===== src/rtl/diagv2_syscall_unit.sv =====
// ECALL handler: stalls the core, streams PRINT strings from data memory over a
// ready/valid character port, and latches the EXIT code then halts.
module diagv2_syscall_unit #(
   parameter int unsigned DATA_W      = 64,
   parameter int unsigned ADDR_W      = 12,
   parameter int unsigned MAX_STR_LEN = 4096
) (
   input  logic              clk,
   input  logic              reset,
   input  logic              ecall,
   input  logic [DATA_W-1:0] a7,
   input  logic [DATA_W-1:0] a0,
   output logic              stall,
   output logic              mem_req,
   output logic [ADDR_W-1:0] mem_addr,
   input  logic [DATA_W-1:0] mem_rdata,
   output logic              tx_valid,
   output logic [7:0]        tx_data,
   input  logic              tx_ready,
   output logic              exited,
   output logic [DATA_W-1:0] exit_code,
   output logic              bad_call
);

   typedef enum logic [2:0] {IDLE, FETCH, WAIT, EMIT, ACK, HALTED} state_t;

   localparam int unsigned CNT_W = $clog2(MAX_STR_LEN + 1);
   // Truncation fires when the post-increment count reaches MAX_STR_LEN-1.
   localparam logic [CNT_W-1:0] TRUNC_AT = CNT_W'(MAX_STR_LEN - 1);

   state_t            state;
   logic [ADDR_W-1:0] line;
   logic [2:0]        offset;
   logic [2:0]        offset_inc;
   logic [CNT_W-1:0]  count;
   logic [CNT_W-1:0]  count_inc;
   logic [DATA_W-1:0] buffer;
   logic [7:0]        wait_byte;
   logic [7:0]        next_byte;

   assign mem_addr = line;

   always_comb begin
      offset_inc = offset + 3'd1;
      count_inc  = count + 1'b1;
      wait_byte  = mem_rdata[{offset, 3'b000} +: 8];
      next_byte  = buffer[{offset_inc, 3'b000} +: 8];
   end

   // Combinational so the core cannot advance on the ECALL cycle itself.
   always_comb begin
      stall = 1'b0;
      if (!reset)
         stall = (ecall && state == IDLE) ||
                 (state inside {FETCH, WAIT, EMIT, HALTED});
   end

   always_ff @(posedge clk or posedge reset) begin
      if (reset) begin
         state     <= IDLE;
         line      <= '0;
         offset    <= '0;
         count     <= '0;
         buffer    <= '0;
         mem_req   <= 1'b0;
         tx_valid  <= 1'b0;
         tx_data   <= '0;
         exited    <= 1'b0;
         exit_code <= '0;
         bad_call  <= 1'b0;
      end else begin
         mem_req  <= 1'b0;
         bad_call <= 1'b0;
         case (state)
            IDLE: begin
               if (ecall) begin
                  if (a7 == DATA_W'(93)) begin
                     exit_code <= a0;
                     exited    <= 1'b1;
                     state     <= HALTED;
                  end else if (a7 == DATA_W'(4)) begin
                     line    <= a0[ADDR_W+2:3];
                     offset  <= a0[2:0];
                     count   <= '0;
                     mem_req <= 1'b1;
                     state   <= FETCH;
                  end else begin
                     bad_call <= 1'b1;
                     state    <= ACK;
                  end
               end
            end
            FETCH: state <= WAIT;
            WAIT: begin
               buffer   <= mem_rdata;
               tx_data  <= wait_byte;
               tx_valid <= (wait_byte != 8'h00);
               state    <= EMIT;
            end
            EMIT: begin
               // tx_valid low here means the current byte is the terminator.
               if (!tx_valid) begin
                  state <= ACK;
               end else if (tx_ready) begin
                  count <= count_inc;
                  if (count_inc == TRUNC_AT) begin
                     tx_valid <= 1'b0;
                     state    <= ACK;
                  end else if (offset == 3'd7) begin
                     offset   <= '0;
                     line     <= line + 1'b1;
                     tx_valid <= 1'b0;
                     mem_req  <= 1'b1;
                     state    <= FETCH;
                  end else begin
                     offset   <= offset_inc;
                     tx_data  <= next_byte;
                     tx_valid <= (next_byte != 8'h00);
                  end
               end
            end
            ACK:     state <= IDLE;
            HALTED:  state <= HALTED;
            default: state <= IDLE;
         endcase
      end
   end

endmodule

===== config.mk =====
export PLATFORM = sky130hd
export DESIGN_NAME = diagv2_syscall_unit
export DESIGN_NICKNAME = d
export VERILOG_FILES = /design/src/rtl/diagv2_syscall_unit.sv
export SDC_FILE = /design/constraint.sdc
export NUM_CORES = 1
export LEC_CHECK = 0
export ABC_AREA = 1
export CORE_ASPECT_RATIO = 1.2
export CORE_MARGIN = 8
export CORE_UTILIZATION = 30
export DETAILED_ROUTE_END_ITERATION = 8
export DONT_BUFFER_PORTS = 1
export SYNTH_ARGS = -nofsm -noshare
export SYNTH_HDL_FRONTEND = slang
export SYNTH_SLANG_ARGS = --single-unit

===== constraint.sdc =====
create_clock -name clk -period 6.5 [get_ports clk]
set_input_delay 0.65 -clock clk [delete_from_list [all_inputs] [get_ports clk]]
set_output_delay 0.65 -clock clk [all_outputs]
set_load 0.02 [all_outputs]

==> flow_metrics.env <==
export IMPL_synth_compound_area_share_pct=10.5
export IMPL_die_area_mm2=0.0356
export IMPL_cts_setup_buffers=0
export IMPL_detail_route_wl_per_cell_um=17.4
export IMPL_min_period_ns=3.11
export IMPL_synth_top_area_cell="dfrtp_1"
export IMPL_crit_path_start_kind="register"
export IMPL_drive_gt1_share_pct=6.01
export IMPL_rsz0062_at_grt="no"
export IMPL_internal_power_uw=2440
export IMPL_worstSkewPairLatency_ns=0.44
export IMPL_layout_nets=1419
export IMPL_synth_nets=1450
export IMPL_grt_start_max_net_pins=102
export IMPL_holdBufCountCts=0
export IMPL_pwr_density_cell_mw_per_mm2=466
export IMPL_utilization_pct=33.3
export IMPL_cts_tree="yes"
export IMPL_arrival_ns=3.47
export IMPL_die_height_um=205
export IMPL_synth_cell_types=34
export IMPL_antennaDiodeCount=0
export IMPL_skew_ns=0.0167
export IMPL_tns_ns=0
export IMPL_wirelength_um=28300
export IMPL_crit_family="adder cells"
export IMPL_gr_total_overflow=0
export IMPL_drtAntennaViolNets=0
export IMPL_dp_hpwl_um=21100
export IMPL_path_buf_inv=1
export IMPL_hp_class="input pin to asynchronous set/reset pin"
export IMPL_grt_pass1_vias=7664
export IMPL_setup_viol=0
export IMPL_start_util_pct=30.4
export IMPL_path_clk_slew_ns=0.07
export IMPL_synth_xor_area_share_pct=0.980
export IMPL_first_pass_iters=5
export IMPL_tightest_slew_ns=1.02
export IMPL_clockRootBuffer="clkbuf_16"
export IMPL_layout_commonest_cell="nand2_1"
export IMPL_finalCritPeriodShare_pct=47.8
export IMPL_worstPathCellList="ha_1 > clkinv_1 > nor2_1 > nand2_1 > nand3_1 > nand2_1 > nand2_1 > nor2_1 > nand2_1 > nand3_1 > nand2_1 > nand2_1 > a21oi_1"
export IMPL_route_detailed_drc=0
export IMPL_cp_required_ns=6.86
export IMPL_p_leak_uw=0.00496
export IMPL_fp_coreArea_mm2=0.0294
export IMPL_outcome="finished clean"
export IMPL_seqPwrFrac_pct=36.1
export IMPL_clock_path_buffers=2
export IMPL_critPathKind="register to register"
export IMPL_hold_violations=0
export IMPL_synth_top_area_share_pct=47.9
export IMPL_power_frac_clock_pct=21.8
export IMPL_htree_levels=4
export IMPL_ys_ff_latch=171
export IMPL_cts_buffers=17
export IMPL_power_frac_comb_pct=42.1
export IMPL_io_pins=285
export IMPL_drv_slew=0
export IMPL_synthCells=1249
export IMPL_yosys_top_cells_area="dfrtp_1, nand2_1, nor2_1, o21ai_0, inv_1"
export IMPL_path_max_fanout=24
export IMPL_relSlewSlack_pct=31.6
export IMPL_synth_top_family_by_area="simple AND/OR/NAND/NOR gates"
export IMPL_avgSynthCellArea_um2=7.16
export IMPL_vias=7836
export IMPL_die_w_um=174
export IMPL_drt_iter0_drc=594
export IMPL_p_sw_uw=2120
export IMPL_clock_sinks=171
export IMPL_max_cap_viol_count=0
export IMPL_grt_pass1_wl_um=44000
export IMPL_syn_to_final_growth_pct=9.57
export IMPL_yosys_area_share_simple_pct=31.5
export IMPL_cts_resized_gates=0
export IMPL_p_sw_share_pct=46.6
export IMPL_synth_area_mm2=0.00894
export IMPL_routed_via_density=4.83
export IMPL_ys_seq_area_share_pct=47.9
export IMPL_cp_slowest_stage_delay_ns=0.93
export IMPL_synth_mux_area_share_pct=0
export IMPL_grt_use_total_pct=15.6
export IMPL_antenna_found_initial=0
export IMPL_yosysWarnings=0
export IMPL_final_cell_mix="nand2_1, dfrtp_1, nor2_1, inv_1, o21ai_0"
export IMPL_portBuffers=0
export IMPL_slowest_stage="ha_1"
export IMPL_row_count=69
export IMPL_gp_congestion=0.866
export IMPL_fmax_mhz=322
export IMPL_max_vdd_ir_drop_uv=192
export IMPL_synth_adder_area_share_pct=0.700
export IMPL_crit_top_cell="nand2_1"
export IMPL_end_kind="register"
[flip-flops by register name, summed over array words and instances (netlist names), 3 cells and up]
| signal | flops |
|---|---|
| offset | 3 |
| exit_code | 64 |
| tx_data | 8 |
| buffer | 64 |
| count | 13 |
| mem_addr | 12 |
| state | 3 |
[cell usage after synthesis]
master / instances
nand4_1: 10
buf_2: 12
clkinv_4: 1
nand3_2: 2
or2_2: 2
ha_1: 5
xnor2_1: 1
nand3b_1: 3
clkinv_1: 2
a21oi_1: 56
o22ai_1: 5
buf_6: 2
nand4_2: 1
o211ai_1: 8
nor4_1: 1
clkbuf_1: 39
o21ai_0: 88
a31oi_1: 3
nor3_1: 7
nor2_2: 7
inv_1: 117
inv_2: 7
o21bai_1: 1
nand3_1: 56
nand2_2: 3
o21ai_1: 11
dfrtp_1: 171
xor2_1: 9
nor2_1: 146
buf_4: 6
nor2_4: 3
o31ai_1: 1
nand2_1: 459
o21ai_2: 4
[cell type report]
class | count | area (um^2)
fillers | 3173 | 19600
multi-input cells | 892 | 3920
clock inverters | 15 | 130
repair buffers | 9 | 67.6
clock buffers | 17 | 425
flip-flops and latches | 171 | 4280
inverters | 127 | 487
well taps | 390 | 488
[cell families after synthesis]
family	count (synthesis)
fa+ha+maj	5
buf+inv	186
compound gates	177
simple gates	700
xor+xnor	10
flops	171
[through the flow]
step           setup WS (ns)  area [um^2]  power [uW]  cells  hold WS [ns]
2_1_floorplan           1.22         8940        3060   1249         0.453
3_3_place_gp            3.40         9240        3560   1589         0.466
3_5_place_dp            3.43         9240        3590   1589         0.472
4_1_cts                 3.41         9800        4600   1621         0.309
5_1_grt                 3.13         9800        4950   1621         0.314
6_report                3.39         9800        4560   1621         0.263
[path summary, 6_finish.rpt]
path | startpoint | endpoint | slack, ns | cells after the start
setup / recovery | offset[0] | tx_valid | 3.39 | 13
hold / removal | reset | buffer[58] | 0.26 | 1
setup reg to reg | offset[0] | tx_valid | 3.39 | 13
hold reg to reg | buffer[12] | buffer[12] | 0.49 | 2
max in group asynchronous | reset | exit_code[51] | 4.72 | 2
min in group clk | a0[36] | exit_code[36] | 0.33 | 2
[metal layers]
layer	track usage (%)	share of wire [%]
met4	4.34	1.5
met3	5.92	10
met2	25.9	47
met1	18.7	41
met5	0	0
[power by group through the flow]
stage	combinational [uW]	sequential, uW	clock [uW]
final	1920	1650	997
after global routing	2210	1680	1060
after CTS	1930	1650	1020
after detailed placement	1920	1670	0
after global placement	1900	1670	0
after floorplan	1500	1570	0
(Power assumes the default switching activity.)
